## src/rtl/nibble_serial_alu.sv

```systemverilog
// ---------------------------------------------------------------------------
// nibble_serial_alu : multi-cycle ADD/SUB/CMP(/ADC) unit, one nibble per clock
// Optional macro NIBBLE_ALU_ADC_EN enables op 11 = ADC.       Rev 1.0
// ---------------------------------------------------------------------------
`default_nettype none

module FA_4 (
  input  logic [3:0] a,
  input  logic [3:0] b,
  input  logic       cin,
  output logic [3:0] sum,
  output logic       cout
);
  logic [4:0] w_c;

  assign w_c[0] = cin;
  for (genvar i = 0; i < 4; i++) begin : g_bit
    assign sum[i]   = a[i] ^ b[i] ^ w_c[i];
    assign w_c[i+1] = (a[i] & b[i]) | (w_c[i] & (a[i] ^ b[i]));
  end
  assign cout = w_c[4];
endmodule

module nibble_serial_alu #(
  parameter int NIBBLES = 2
) (
  input  logic                 clk,
  input  logic                 rst_n,
  input  logic                 start,
  input  logic [1:0]           op,
  input  logic [4*NIBBLES-1:0] a,
  input  logic [4*NIBBLES-1:0] b,
  output logic                 busy,
  output logic                 done,
  output logic [4*NIBBLES-1:0] result,
  output logic                 flag_z,
  output logic                 flag_n,
  output logic                 flag_c,
  output logic                 flag_v
);
  localparam int IW = (NIBBLES > 1) ? $clog2(NIBBLES) : 1;

  typedef enum logic [1:0] {
    IDLE = 2'd0,
    RUN  = 2'd1,
    DONE = 2'd2
  } state_t;

  state_t                  r_state;
  logic [IW-1:0]           r_idx;
  logic                    r_carry;
  logic                    r_cmp;
  logic [NIBBLES-1:0][3:0] r_a;
  logic [NIBBLES-1:0][3:0] r_b;
  logic [NIBBLES-1:0][3:0] r_work;
  logic [NIBBLES-1:0][3:0] w_r;
  logic [3:0]              w_sum;
  logic                    w_cout;
  logic                    w_sub;
  logic                    w_cin_init;
  logic                    w_last;

  FA_4 u_fa (
    .a    (r_a[r_idx]),
    .b    (r_b[r_idx]),
    .cin  (r_carry),
    .sum  (w_sum),
    .cout (w_cout)
  );

  assign w_sub  = (op == 2'b01) || (op == 2'b10);
  assign w_last = (r_idx == IW'(NIBBLES - 1));

`ifdef NIBBLE_ALU_ADC_EN
  assign w_cin_init = w_sub || ((op == 2'b11) && flag_c);
`else
  assign w_cin_init = w_sub;
`endif

  // Full W-bit sum as it stands once the current nibble is folded in.
  always_comb begin
    w_r        = r_work;
    w_r[r_idx] = w_sum;
  end

  always_ff @(posedge clk or negedge rst_n) begin
    if (!rst_n) begin
      r_state <= IDLE;
      r_idx   <= '0;
      r_carry <= 1'b0;
      r_cmp   <= 1'b0;
      r_a     <= '0;
      r_b     <= '0;
      r_work  <= '0;
      busy    <= 1'b0;
      done    <= 1'b0;
      result  <= '0;
      flag_z  <= 1'b0;
      flag_n  <= 1'b0;
      flag_c  <= 1'b0;
      flag_v  <= 1'b0;
    end else begin
      case (r_state)
        IDLE, DONE: begin
          done <= 1'b0;
          if (start) begin
            r_a     <= a;
            r_b     <= w_sub ? ~b : b;
            r_cmp   <= (op == 2'b10);
            r_carry <= w_cin_init;
            r_idx   <= '0;
            r_work  <= '0;
            r_state <= RUN;
            busy    <= 1'b1;
          end else begin
            r_state <= IDLE;
            busy    <= 1'b0;
          end
        end
        RUN: begin
          r_work  <= w_r;
          r_carry <= w_cout;
          r_idx   <= r_idx + IW'(1);
          if (w_last) begin
            r_state <= DONE;
            done    <= 1'b1;
            if (!r_cmp) result <= w_r;
            flag_z <= (w_r == '0);
            flag_n <= w_r[NIBBLES-1][3];
            flag_c <= w_cout;
            flag_v <= (r_a[NIBBLES-1][3] == r_b[NIBBLES-1][3]) &&
                      (w_r[NIBBLES-1][3] != r_a[NIBBLES-1][3]);
          end
        end
        default: begin
          r_state <= IDLE;
          busy    <= 1'b0;
          done    <= 1'b0;
        end
      endcase
    end
  end
endmodule

`default_nettype wire
```

## config.mk

```make
export PLATFORM = sky130hd
export DESIGN_NAME = nibble_serial_alu
export DESIGN_NICKNAME = d
export VERILOG_FILES = /design/src/rtl/nibble_serial_alu.sv
export SDC_FILE = /design/constraint.sdc
export NUM_CORES = 1
export LEC_CHECK = 0
export BUFFER_PORTS_ARGS = -buffer_cell sky130_fd_sc_hd__buf_2
export CAP_MARGIN = 20
export CORE_AREA = 5 5 64 66
export DETAILED_ROUTE_END_ITERATION = 8
export DIE_AREA = 0 0 69 71
export PLACE_DENSITY = 0.79
export SYNTH_ARGS = -nofsm -noshare
export SYNTH_HDL_FRONTEND = slang
export SYNTH_HIERARCHICAL = 1
export SYNTH_SLANG_ARGS = --single-unit
```

## constraint.sdc

```tcl
create_clock -name clk -period 3.3 [get_ports clk]
set_input_delay 0.66 -clock clk [delete_from_list [all_inputs] [get_ports clk]]
set_output_delay 0.66 -clock clk [all_outputs]
set_load 0.03 [all_outputs]
```

==> impl_metrics.csv <==
group,metric,value,unit
status,status,"completed",
yosys,synth_area,1800,um2
routing,postRouteAntennaNets,0,
layout,final_util,58.45,%
pwr,clockPowerShare,11.0,%
pwr,max-vdd-ir-drop,0.3919,mV
die,initial_core_util,51.10,%
sta,rsz0062_at_grt,"false",
yosys,synth.most_common_cell,"dfrtp_1",
critical_path,required,3.53,ns
critical_path,r2r_end,"flag_v",
sta,tightestPinTransition,0.8324,ns
min_path,hp-class,"primary input to async pin",
yosys,yosys-top-cells-area,"dfrtp_1, mux2_2, fa_1",
cts,clkTransAtPathRegs,0.12,ns
sta,period_share,93.42,%
yosys,ys_ff_latch,38,
global_route,grt_pass1_vias,1158,
yosys,yosys_most_used_dff,"dfrtp_1",
die,chipWidth,69,um
critical_path,crit_type,"register to register",
critical_path,cp-start-kind,"register",
layout,synthToLayoutAreaGrowth,14.39,%
pwr,switching_power,971.7,uW
yosys,synth_fp_nets,171,
yosys,syn_inst,145,
cts,cts-root-buf,"clkbuf_4",
critical_path,rr_startpoint,"r_idx",
yosys,synthArstFlopShare,100.0,%
sta,finClkSkew,0.01646,ns
cts,cts.path.max_buffers,2,
yosys,ys_top_cells_by_count,"dfrtp_1, mux2_2, nand2_1, inv_1, o21ai_0",
critical_path,max_stage_delay,0.48,ns
die,die_area,4899,um2
die,core_area,3523,um2
sta,hold_viol,0,
placed_design,placed_cells,222,
pwr,seq_power_share,37.1,%
global_route,grt_pass1_wl,5492,um
routing,routedWlPerCell,14.30,um
sta,fmax,0.3244,GHz
global_route,grt_usage,14.18,%
placed_design,post-dp-hpwl,2496,um
yosys,synth_edf_count,0,
layout,drive_above_1_share,40.66,%
sta,slew-limit-headroom,44.51,%
layout,nets,207,
yosys,yosysTopAreaCell,"dfrtp_1",
cts,cts_tree,"done",
routing,vias,1164,
placed_design,port_buffers,34,
critical_path,path_buf_inv,4,
routing,first_pass_iters,4,
die,ioPinCount,35,
critical_path,crit_chain,"mux2_2, fa_1, inv_1, fa_1, inv_1, fa_1, inv_1, fa_1, inv_1, and3b_1, a21oi_1, o21ai_0",
cts,post_cts_buffers,0,
sta,hold_slack,0.3907,ns
pwr,p_leak,0.001042,uW
routing,postRouteWirelength,3288,um
critical_path,crit_family,"adder cells",
cts,htreeDepth,2,
yosys,yosys_warnings,6,
yosys,yosysTopAreaCellShare,52.81,%
critical_path,crit_path_end_kind,"register",
cts,cts_num_sinks,38,
yosys,synth.distinct_cells,28,
cts,cts.hold.buffers_added,0,
routing,drc,0,
layout,diodes,0,
cts,cts_made_buffers,5,
critical_path,worstRegToRegCells,12,
sta,setup_viol,0,
routing,viasPerCell,5.061,
placed_design,place_congestion,0.8336,
pwr,p_comb_share,51.9,%
sta,drv_slew,0,
layout,fin_cells,230,
yosys,syn_avg_cell_area,12.42,um2
critical_path,crit_arrival,3.31,ns
cts,insertion_delay,0.35,ns
sta,setup_tns,0,ns
global_route,overflow,0,
critical_path,crit_slowest_cell,"dfrtp_1",
critical_path,r2r_slack,0.22,ns
pwr,p_sw_share,42.54,%
die,rows,22,
global_route,grt_max_degree,39,
pwr,power_density,1109,nW/um2
flow_run,drv_cap,0,
yosys,yosysSeqAreaShare,52.81,%
pwr,p_int,1312,uW
sta,min_period,3.083,ns
global_route,antenna_found_initial,0,
die,dieHeight,71,um
cts,post_cts_resized,0,
routing,drt_iter0_markers,55,
critical_path,crit_fanout,6,
through the flow:
step	area [um2]	power, uW	setup WS, ns
2_1_floorplan	1800	1745	0.2804
3_3_place_gp	1999	1994	0.3799
3_5_place_dp	1999	2052	0.2409
4_1_cts	2059	2304	0.2236
5_1_grt	2059	2461	0.06146
6_report	2059	2284	0.2170
flip-flops by register name, indices dropped and copies added (netlist names), 4 cells and up:
signal  cells
result      8
r_b         8
r_a         8
r_work      4
how the worst max path moves through the flow:
| stage | startpoint | endpoint | slack, ns | depth (start not counted) |
|---|---|---|---|---|
| 3_3_place_gp | r_idx | flag_v | 0.38 | 12 |
| 4_1_cts | r_idx | flag_v | 0.22 | 12 |
| 5_1_grt | r_idx | flag_v | 0.06 | 12 |
| 2_1_floorplan | r_idx | flag_v | 0.28 | 13 |
| 3_5_place_dp | r_idx | flag_v | 0.24 | 12 |
| 6_report | r_idx | flag_v | 0.22 | 12 |
cells in the final DEF (no fill, tap or decap), types with 2 or more instances in the layout:
master    synthesis  layout
nand2_1          17      17
dfrtp_1          38      38
xor2_1            8       8
a21oi_1           2       2
buf_2             4      34
mux2_2           25      25
clkbuf_4          0       5
o21ai_0          10      10
nor2b_1           2       2
fa_1              4       4
nor3_1            2       2
a22o_1            5       5
inv_1            12      12
final cells by class:
| class | instances | area (um2) |
|---|---|---|
| sequential | 38 | 950.9 |
| inverter | 13 | 48.80 |
| multi-input combinational | 88 | 762.0 |
| clock buffer | 7 | 55.05 |
| clock inverter | 1 | 5.005 |
| tap | 48 | 60.06 |
| fill | 321 | 1464 |
| timing repair buffer | 35 | 177.7 |
metal layers:
layer  global-route usage [%]  part of all wire [%]  vias to the layer above
met5                        0                     0                        -
met4                    5.206                   1.5                        0
met3                    5.398                   7.0                        7
met2                    21.82                    47                       43
met1                    18.30                    44                      553
li1                         -                     -                      561
cell families (layout without fill, tap and decap cells):
| kind of cell | count (synthesis) | in the layout | share of synthesized area [%] |
|---|---|---|---|
| AO/OA/AOI/OAI | 18 | 18 | 6.254 |
| adder cells (fa/ha/maj) | 5 | 5 | 5.143 |
| buffers and inverters | 19 | 56 | 4.864 |
| AND/OR/NAND/NOR | 31 | 31 | 10.84 |
| flip-flops | 38 | 38 | 52.81 |
| multiplexers | 26 | 26 | 16.19 |
| XOR/XNOR | 8 | 8 | 3.892 |
power by group through the flow:
stage | sequential [uW] | combinational, uW | clock, uW
floorplan | 972 | 773 | 0
global placement | 848 | 1150 | 0
detailed placement | 859 | 1190 | 0
CTS | 848 | 1200 | 261
global route | 879 | 1310 | 275
finish | 847 | 1190 | 251
Power figures use the tool's default switching activity.
